<file path="config.mk">
export PLATFORM = sky130hd
export DESIGN_NAME = maxpool_ctrl
export DESIGN_NICKNAME = d
export VERILOG_FILES = /design/src/rtl/maxpool_ctrl.sv
export SDC_FILE = /design/constraint.sdc
export NUM_CORES = 1
export LEC_CHECK = 0
export BUFFER_PORTS_ARGS = -buffer_cell sky130_fd_sc_hd__buf_2
export CELL_PAD_IN_SITES_DETAIL_PLACEMENT = 1
export CELL_PAD_IN_SITES_GLOBAL_PLACEMENT = 1
export CORE_MARGIN = 2
export CORE_UTILIZATION = 57
export DETAILED_ROUTE_END_ITERATION = 8
export GPL_TIMING_DRIVEN = 0
export PLACE_DENSITY_LB_ADDON = 0.1
export SETUP_SLACK_MARGIN = 0.5
export SYNTH_ARGS = -nofsm -noshare
export SYNTH_HDL_FRONTEND = slang
export SYNTH_SLANG_ARGS = --single-unit
export TNS_END_PERCENT = 20
</file>
<file path="constraint.sdc">
create_clock -name clk -period 11.9 [get_ports clk]
set_clock_uncertainty 0.2 [all_clocks]
set_input_delay 0 -clock clk [delete_from_list [all_inputs] [get_ports clk]]
set_output_delay 0 -clock clk [all_outputs]
set_load 0.05 [all_outputs]
</file>
<file path="src/rtl/maxpool_ctrl.sv">
// ---------------------------------------------------------------------------
// maxpool_ctrl
//
// Streaming 2x2, stride-2 max-pooling engine for unsigned DATA_W-bit pixels.
// Pixels arrive in row-major order over a valid/ready handshake. Each
// horizontal pair is reduced to one value. On even rows that value is parked
// in a line buffer. On odd rows it is merged with the parked value to form one
// pooled output. A trailing odd column or a final odd row is accepted and then
// dropped.
//
// Parameters
//   DATA_W  pixel width in bits
//   MAX_W   largest feature-map width (even, <= 254); wider configs are clamped
//
// Ports
//   clk         clock, rising edge
//   rst         asynchronous active-high reset
//   start       one-cycle pulse; latches cfg_* and starts a job (IDLE only)
//   cfg_width   feature-map width in pixels
//   cfg_height  feature-map height in pixels
//   in_valid    input pixel valid
//   in_ready    input pixel accepted when in_valid && in_ready
//   in_data     input pixel
//   out_valid   pooled result valid
//   out_ready   downstream accepts when out_valid && out_ready
//   out_data    pooled 2x2 maximum, held stable while stalled
//   busy        high while a job is in progress
//   done        one-cycle pulse when a job completes
// ---------------------------------------------------------------------------
module maxpool_ctrl #(
  parameter int unsigned DATA_W = 8,
  parameter int unsigned MAX_W  = 64
) (
  input  logic              clk,
  input  logic              rst,
  input  logic              start,
  input  logic [7:0]        cfg_width,
  input  logic [7:0]        cfg_height,
  input  logic              in_valid,
  output logic              in_ready,
  input  logic [DATA_W-1:0] in_data,
  output logic              out_valid,
  input  logic              out_ready,
  output logic [DATA_W-1:0] out_data,
  output logic              busy,
  output logic              done
);

  // One line-buffer entry per horizontal pair. Guard tiny MAX_W values so the
  // array and its index never collapse to zero width.
  localparam int unsigned LbDepth = (MAX_W >= 4) ? (MAX_W / 2) : 1;
  localparam int unsigned LbAw    = (LbDepth > 1) ? $clog2(LbDepth) : 1;

  typedef enum logic [1:0] {
    StIdle,
    StRun,
    StFlush
  } state_e;

  function automatic logic [DATA_W-1:0] umax(input logic [DATA_W-1:0] a,
                                             input logic [DATA_W-1:0] b);
    return (a >= b) ? a : b;
  endfunction

  // State registers and their next-state values.
  state_e            state_q, state_d;
  logic [7:0]        width_q, width_d;
  logic [7:0]        height_q, height_d;
  logic [7:0]        col_q, col_d;
  logic [7:0]        row_q, row_d;
  logic [DATA_W-1:0] hold_q, hold_d;
  logic              out_valid_q, out_valid_d;
  logic [DATA_W-1:0] out_data_q, out_data_d;

  // Line buffer: no reset needed, every entry is written on an even row
  // before it is read on the following odd row.
  logic [DATA_W-1:0] line_buf_q [LbDepth];
  logic              lb_we;
  logic [LbAw-1:0]   lb_idx;
  logic [DATA_W-1:0] lb_rdata;
  logic [DATA_W-1:0] lb_wdata;

  logic              accept;
  logic              last_col;
  logic              last_row;
  logic [DATA_W-1:0] pair_max;

  // Pair index is col/2; MAX_W <= 254 keeps it inside col_q.
  assign lb_idx   = col_q[LbAw:1];
  assign lb_rdata = line_buf_q[lb_idx];
  assign pair_max = umax(hold_q, in_data);
  assign last_col = (col_q == width_q - 8'd1);
  assign last_row = (row_q == height_q - 8'd1);

  assign out_valid = out_valid_q;
  assign out_data  = out_data_q;

  // Next-state and output logic.
  always_comb begin
    state_d     = state_q;
    width_d     = width_q;
    height_d    = height_q;
    col_d       = col_q;
    row_d       = row_q;
    hold_d      = hold_q;
    out_valid_d = out_valid_q;
    out_data_d  = out_data_q;
    lb_we       = 1'b0;
    lb_wdata    = pair_max;
    done        = 1'b0;
    busy        = (state_q != StIdle);

    // A stalled result blocks input so nothing can overwrite it.
    in_ready = (state_q == StRun) && !(out_valid_q && !out_ready);
    accept   = in_valid && in_ready;

    // Result leaves on handshake; a new load below takes priority.
    if (out_valid_q && out_ready) begin
      out_valid_d = 1'b0;
    end

    unique case (state_q)
      StIdle: begin
        if (start) begin
          width_d  = (32'(cfg_width) > MAX_W) ? 8'(MAX_W) : cfg_width;
          height_d = cfg_height;
          col_d    = 8'd0;
          row_d    = 8'd0;
          // Degenerate maps produce nothing: pass straight through FLUSH.
          if ((width_d < 8'd2) || (height_d < 8'd2)) begin
            state_d = StFlush;
          end else begin
            state_d = StRun;
          end
        end
      end

      StRun: begin
        if (accept) begin
          if (!col_q[0]) begin
            hold_d = in_data;
          end else if (!row_q[0]) begin
            lb_we = 1'b1;
          end else begin
            out_valid_d = 1'b1;
            out_data_d  = umax(pair_max, lb_rdata);
          end

          if (last_col) begin
            col_d = 8'd0;
            row_d = row_q + 8'd1;
          end else begin
            col_d = col_q + 8'd1;
          end

          if (last_col && last_row) begin
            state_d = StFlush;
          end
        end
      end

      StFlush: begin
        // Finish only once the last result has been taken downstream.
        if (!out_valid_q) begin
          done    = 1'b1;
          state_d = StIdle;
        end
      end

      default: begin
        state_d = StIdle;
      end
    endcase
  end

  always_ff @(posedge clk or posedge rst) begin
    if (rst) begin
      state_q     <= StIdle;
      width_q     <= 8'd0;
      height_q    <= 8'd0;
      col_q       <= 8'd0;
      row_q       <= 8'd0;
      hold_q      <= '0;
      out_valid_q <= 1'b0;
      out_data_q  <= '0;
    end else begin
      state_q     <= state_d;
      width_q     <= width_d;
      height_q    <= height_d;
      col_q       <= col_d;
      row_q       <= row_d;
      hold_q      <= hold_d;
      out_valid_q <= out_valid_d;
      out_data_q  <= out_data_d;
    end
  end

  always_ff @(posedge clk) begin
    if (lb_we) begin
      line_buf_q[lb_idx] <= lb_wdata;
    end
  end

endmodule

</file>
==> metrics.log <==
[metrics] clock-pin slew on the worst setup and hold paths: 60 ps
[metrics] post-place instance area: roughly 0.014 mm2
[metrics] All-Layer GR Usage: 0.294
[metrics] portion of the post-synthesis area used by sequential elements: 0.685
[metrics] fill cell count: about 2000
[metrics] length in cells of the worst reg-to-reg path: 14
[metrics] total number of clock tree sinks: just over 300
[metrics] ys async rst share: 0.166
[metrics] number of nets in the synthesized netlist: between 800 and 900
[metrics] violation count after the first detailed-route iteration: roughly 710
[metrics] cell taking the most area after synthesis: edfxtp_1
[metrics] # nets final: between 900 and 1000
[metrics] Hold Path Sink: hold_q[3]
[metrics] prevailing post-synth register cell: edfxtp_1
[metrics] class of the most critical hold timing path: input port to flip-flop
[metrics] Initial Utilization: 0.580
[metrics] maximum clock frequency: approximately 190 MHz
[metrics] category of the worst setup path launch point: flip-flop
[metrics] launching point of the worst reg2reg path: hold_q[5]
[metrics] antenna-violating nets left: 0
[metrics] post-layout instance count excluding filler cells: roughly 1300
[metrics] summed instance area of the synthesized netlist: around 0.013 mm2
[metrics] VDD IR-drop max: 148 uV
[metrics] relative max-transition margin: 0.0989
[metrics] post-route DRC violation count: 0
[metrics] register bit count reported by yosys: slightly above 300
[metrics] number of max-cap violations: 0
[metrics] worst slew pin tran: about 1300 ps
[metrics] Worst Hold Slack: ~50 ps
[metrics] most instantiated library cell after synthesis: edfxtp_1
[metrics] result of the run: completed
[metrics] Gate Count Post-Synth: 808
[metrics] total power of the final layout: approximately 3.8 mW
[metrics] area share of the largest cell type after synthesis: 0.587
[metrics] post-detail-place hpwl: 21300 um
[metrics] Chip Width: between 150 and 200 um
[metrics] count of cells along the worst hold path: 3
[metrics] mean instance size in the synthesized netlist: around 16 um2
[metrics] maximum clock path buffer count: 3
[metrics] hold violation count in the final report: 0
[metrics] CP Max Fanout: 33
[metrics] relative area change from synthesis to final layout: 17.2%
[metrics] synth warn: 0
[metrics] number of vias after detailed routing: around 8000
[metrics] reg-to-reg endpoint: out_data[0]
[metrics] Row Count: 55
[metrics] unrepaired setup endpoints after global routing: no
[metrics] final sum of negative setup slack: 0 ps
[metrics] worst-skew pair later-pin latency: 580 ps
[metrics] H-tree depth: 1
[metrics] number of buffers created by CTS: 31
[metrics] Critical Path End Type: flip-flop
[metrics] Commonest cells post-synth: 256 x edfxtp_1, 64 x mux4_2, 52 x nand2_1, 52 x nor2_1, 51 x dfrtp_1
[metrics] beginning of the worst hold path: in_data[3]
[metrics] number of enable flip-flop cells after synthesis: 256
[metrics] final routed wirelength across all metal layers: between 30000 and 40000 um
[metrics] count of placed standard cells including taps: roughly 1100
[metrics] share of post-route cells with drive strength above 1: 0.192
[metrics] number of antenna violations at the first check in global routing: 0
[metrics] data arrival time at the worst-slack endpoint: 5520 ps
[metrics] biggest area contributors in the synthesized netlist: edfxtp_1 59%, mux4_2 11%, dfrtp_1 9.7%
[metrics] Max Transition Viols Final: 0
[metrics] wire length of the first global-routing pass: roughly 52000 um
[metrics] buffers added on ports: 40
[metrics] final routed wire length divided by cell count: 27.3 um
[metrics] die area: approximately 0.024 mm2
[metrics] vias per cell: approximately 6.4
[metrics] power density normalized to cell area: about 250 mW/mm2
[metrics] final critical-path share of the clock period: 0.438
[metrics] area of the placeable core: ~0.023 mm2
[metrics] maximum number of pins on one net before global-route repair: 36
[metrics] I/O pin count: 41
[metrics] minimum setup slack among reg-to-reg paths: roughly 6700 ps
[metrics] Clock Root Buffer: clkbuf_16
[metrics] Static Leakage: between 5 and 6 nW
[metrics] drt pass-1 iters: 5
[metrics] CTS tree: done
[metrics] required time at the worst-slack endpoint: about 12000 ps
[metrics] leftover overflow at the end of global routing: 0
[metrics] Setup Viol. Count Final: 0
[metrics] unique cell type count in the Yosys netlist: between 60 and 70
[metrics] final design instance area without fill: ~0.015 mm2
[metrics] number of global-route vias before repair: slightly below 9000
[metrics] ant diodes: 0
[metrics] GP Congestion: between 0.8 and 0.9
[metrics] die height: approximately 160 um
[metrics] critical setup path kind: flip-flop to flip-flop
[metrics] Min Clock Period, post-route: approximately 5200 ps
## worst max path at each step
stage | from | end | slack (ps)
floorplan | hold_q[5] | out_data[0] | 8020
global placement | hold_q[5] | out_data[0] | 7080
detailed placement | hold_q[5] | out_data[0] | 6830
CTS | hold_q[5] | out_data[0] | 6690
global route | hold_q[5] | out_data[0] | 6230
finish | hold_q[5] | out_data[0] | 6680
## worst max-delay path, stage by stage, from the launching register on
cell       delay, ps
dfrtp_1          400
ha_1             300
a211o_1          290
a21oi_1          280
o211ai_1         340
nand3_1          220
nand2_1          780
ha_1             660
a21o_1           170
a2111oi_0        500
o21ai_0          250
and2_1           200
buf_1            180
a31oi_1          210
mux2_2           170
## logic make-up (layout without fill, tap and decap cells)
group / Yosys count / in the layout / share of synthesized area
AND/OR/NAND/NOR: 209 / 209 / 0.0822
adder cells (fa/ha/maj): 20 / 20 / 0.0191
AO/OA/AOI/OAI: 115 / 115 / 0.0626
buffers and inverters: 61 / 219 / 0.0184
multiplexers: 72 / 72 / 0.117
XOR/XNOR: 24 / 24 / 0.0161
flip-flops: 307 / 307 / 0.685
## cells in the final DEF (no fill, tap or decap), types with 4 or more instances in the layout
| cell type | synthesis | layout |
|---|---|---|
| a21boi_0 | 7 | 7 |
| a21oi_1 | 12 | 12 |
| a22oi_1 | 28 | 28 |
| and2_1 | 5 | 5 |
| and3_1 | 5 | 5 |
| and4_1 | 9 | 9 |
| buf_2 | 10 | 50 |
| bufinv_16 | 0 | 5 |
| clkbuf_1 | 23 | 31 |
| clkbuf_16 | 0 | 31 |
| clkinv_1 | 0 | 4 |
| clkinv_2 | 0 | 4 |
| dfrtp_1 | 51 | 51 |
| dlygate4sd3_1 | 0 | 58 |
| edfxtp_1 | 256 | 256 |
| ha_1 | 20 | 20 |
| inv_1 | 25 | 24 |
| mux2_2 | 8 | 8 |
| mux4_2 | 64 | 64 |
| nand2_1 | 52 | 52 |
| nand2b_1 | 8 | 8 |
| nand3_1 | 23 | 23 |
| nand3b_1 | 5 | 5 |
| nand4_1 | 5 | 5 |
| nor2_1 | 52 | 52 |
| nor3_1 | 11 | 11 |
| nor3b_1 | 5 | 5 |
| nor4_1 | 4 | 4 |
| o21a_1 | 4 | 4 |
| o21ai_0 | 23 | 23 |
| o22ai_1 | 5 | 5 |
| o2bb2ai_1 | 7 | 7 |
| o31ai_1 | 6 | 6 |
| or4_1 | 4 | 4 |
| xnor2_1 | 15 | 15 |
| xor2_1 | 9 | 9 |
## routing by layer
metal / routed length (um) / global-route usage
met5: 0 / 0
met3: 2080 / 0.0517
met4: 1410 / 0.128
met2: 17000 / 0.496
met1: 13600 / 0.380
## state kept, by name (all words and copies together) (netlist names)
signal and flops:
col_q 8, height_q 8, hold_q 8, line_buf_q 256, out_data 8, out_valid 1
row_q 8, state_q 2, width_q 8
## power breakdown
part           internal [mW]  total, mW  switching, mW  leakage [nW]
logic                  0.431       1.26          0.833          1.85
registers               1.44       1.51         0.0650          2.96
clock network          0.604       1.02          0.416         0.519
## cell type report
| type | instances | area [um2] | share of cell area |
|---|---|---|---|
| clock buffers | 41 | 833 | 0.0543 |
| well taps | 285 | 357 | 0.0232 |
| multi-input cells | 440 | 3890 | 0.253 |
| clock inverters | 17 | 233 | 0.0152 |
| flip-flops and latches | 307 | 8960 | 0.584 |
| repair buffers | 100 | 828 | 0.0540 |
| inverters | 25 | 93.8 | 0.00612 |
| plain buffers | 36 | 148 | 0.00962 |
## metrics by stage
step,setup slack [ps],utilization
floorplan,8020,-
global placement,7080,0.605
finish,6680,0.680
CTS,6690,0.679
detailed placement,6830,0.606
global route,6230,0.680
## timing repair
| action | CTS | global route |
|---|---|---|
| buffers inserted | 0 | 0 |
| endpoints found under the hold margin | 95 | 0 |
| hold buffers | 58 | 0 |
| setup endpoints to repair | 0 | 0 |
| gates resized for setup | 0 | 0 |
No activity file was read; power rests on OpenSTA's default activity.
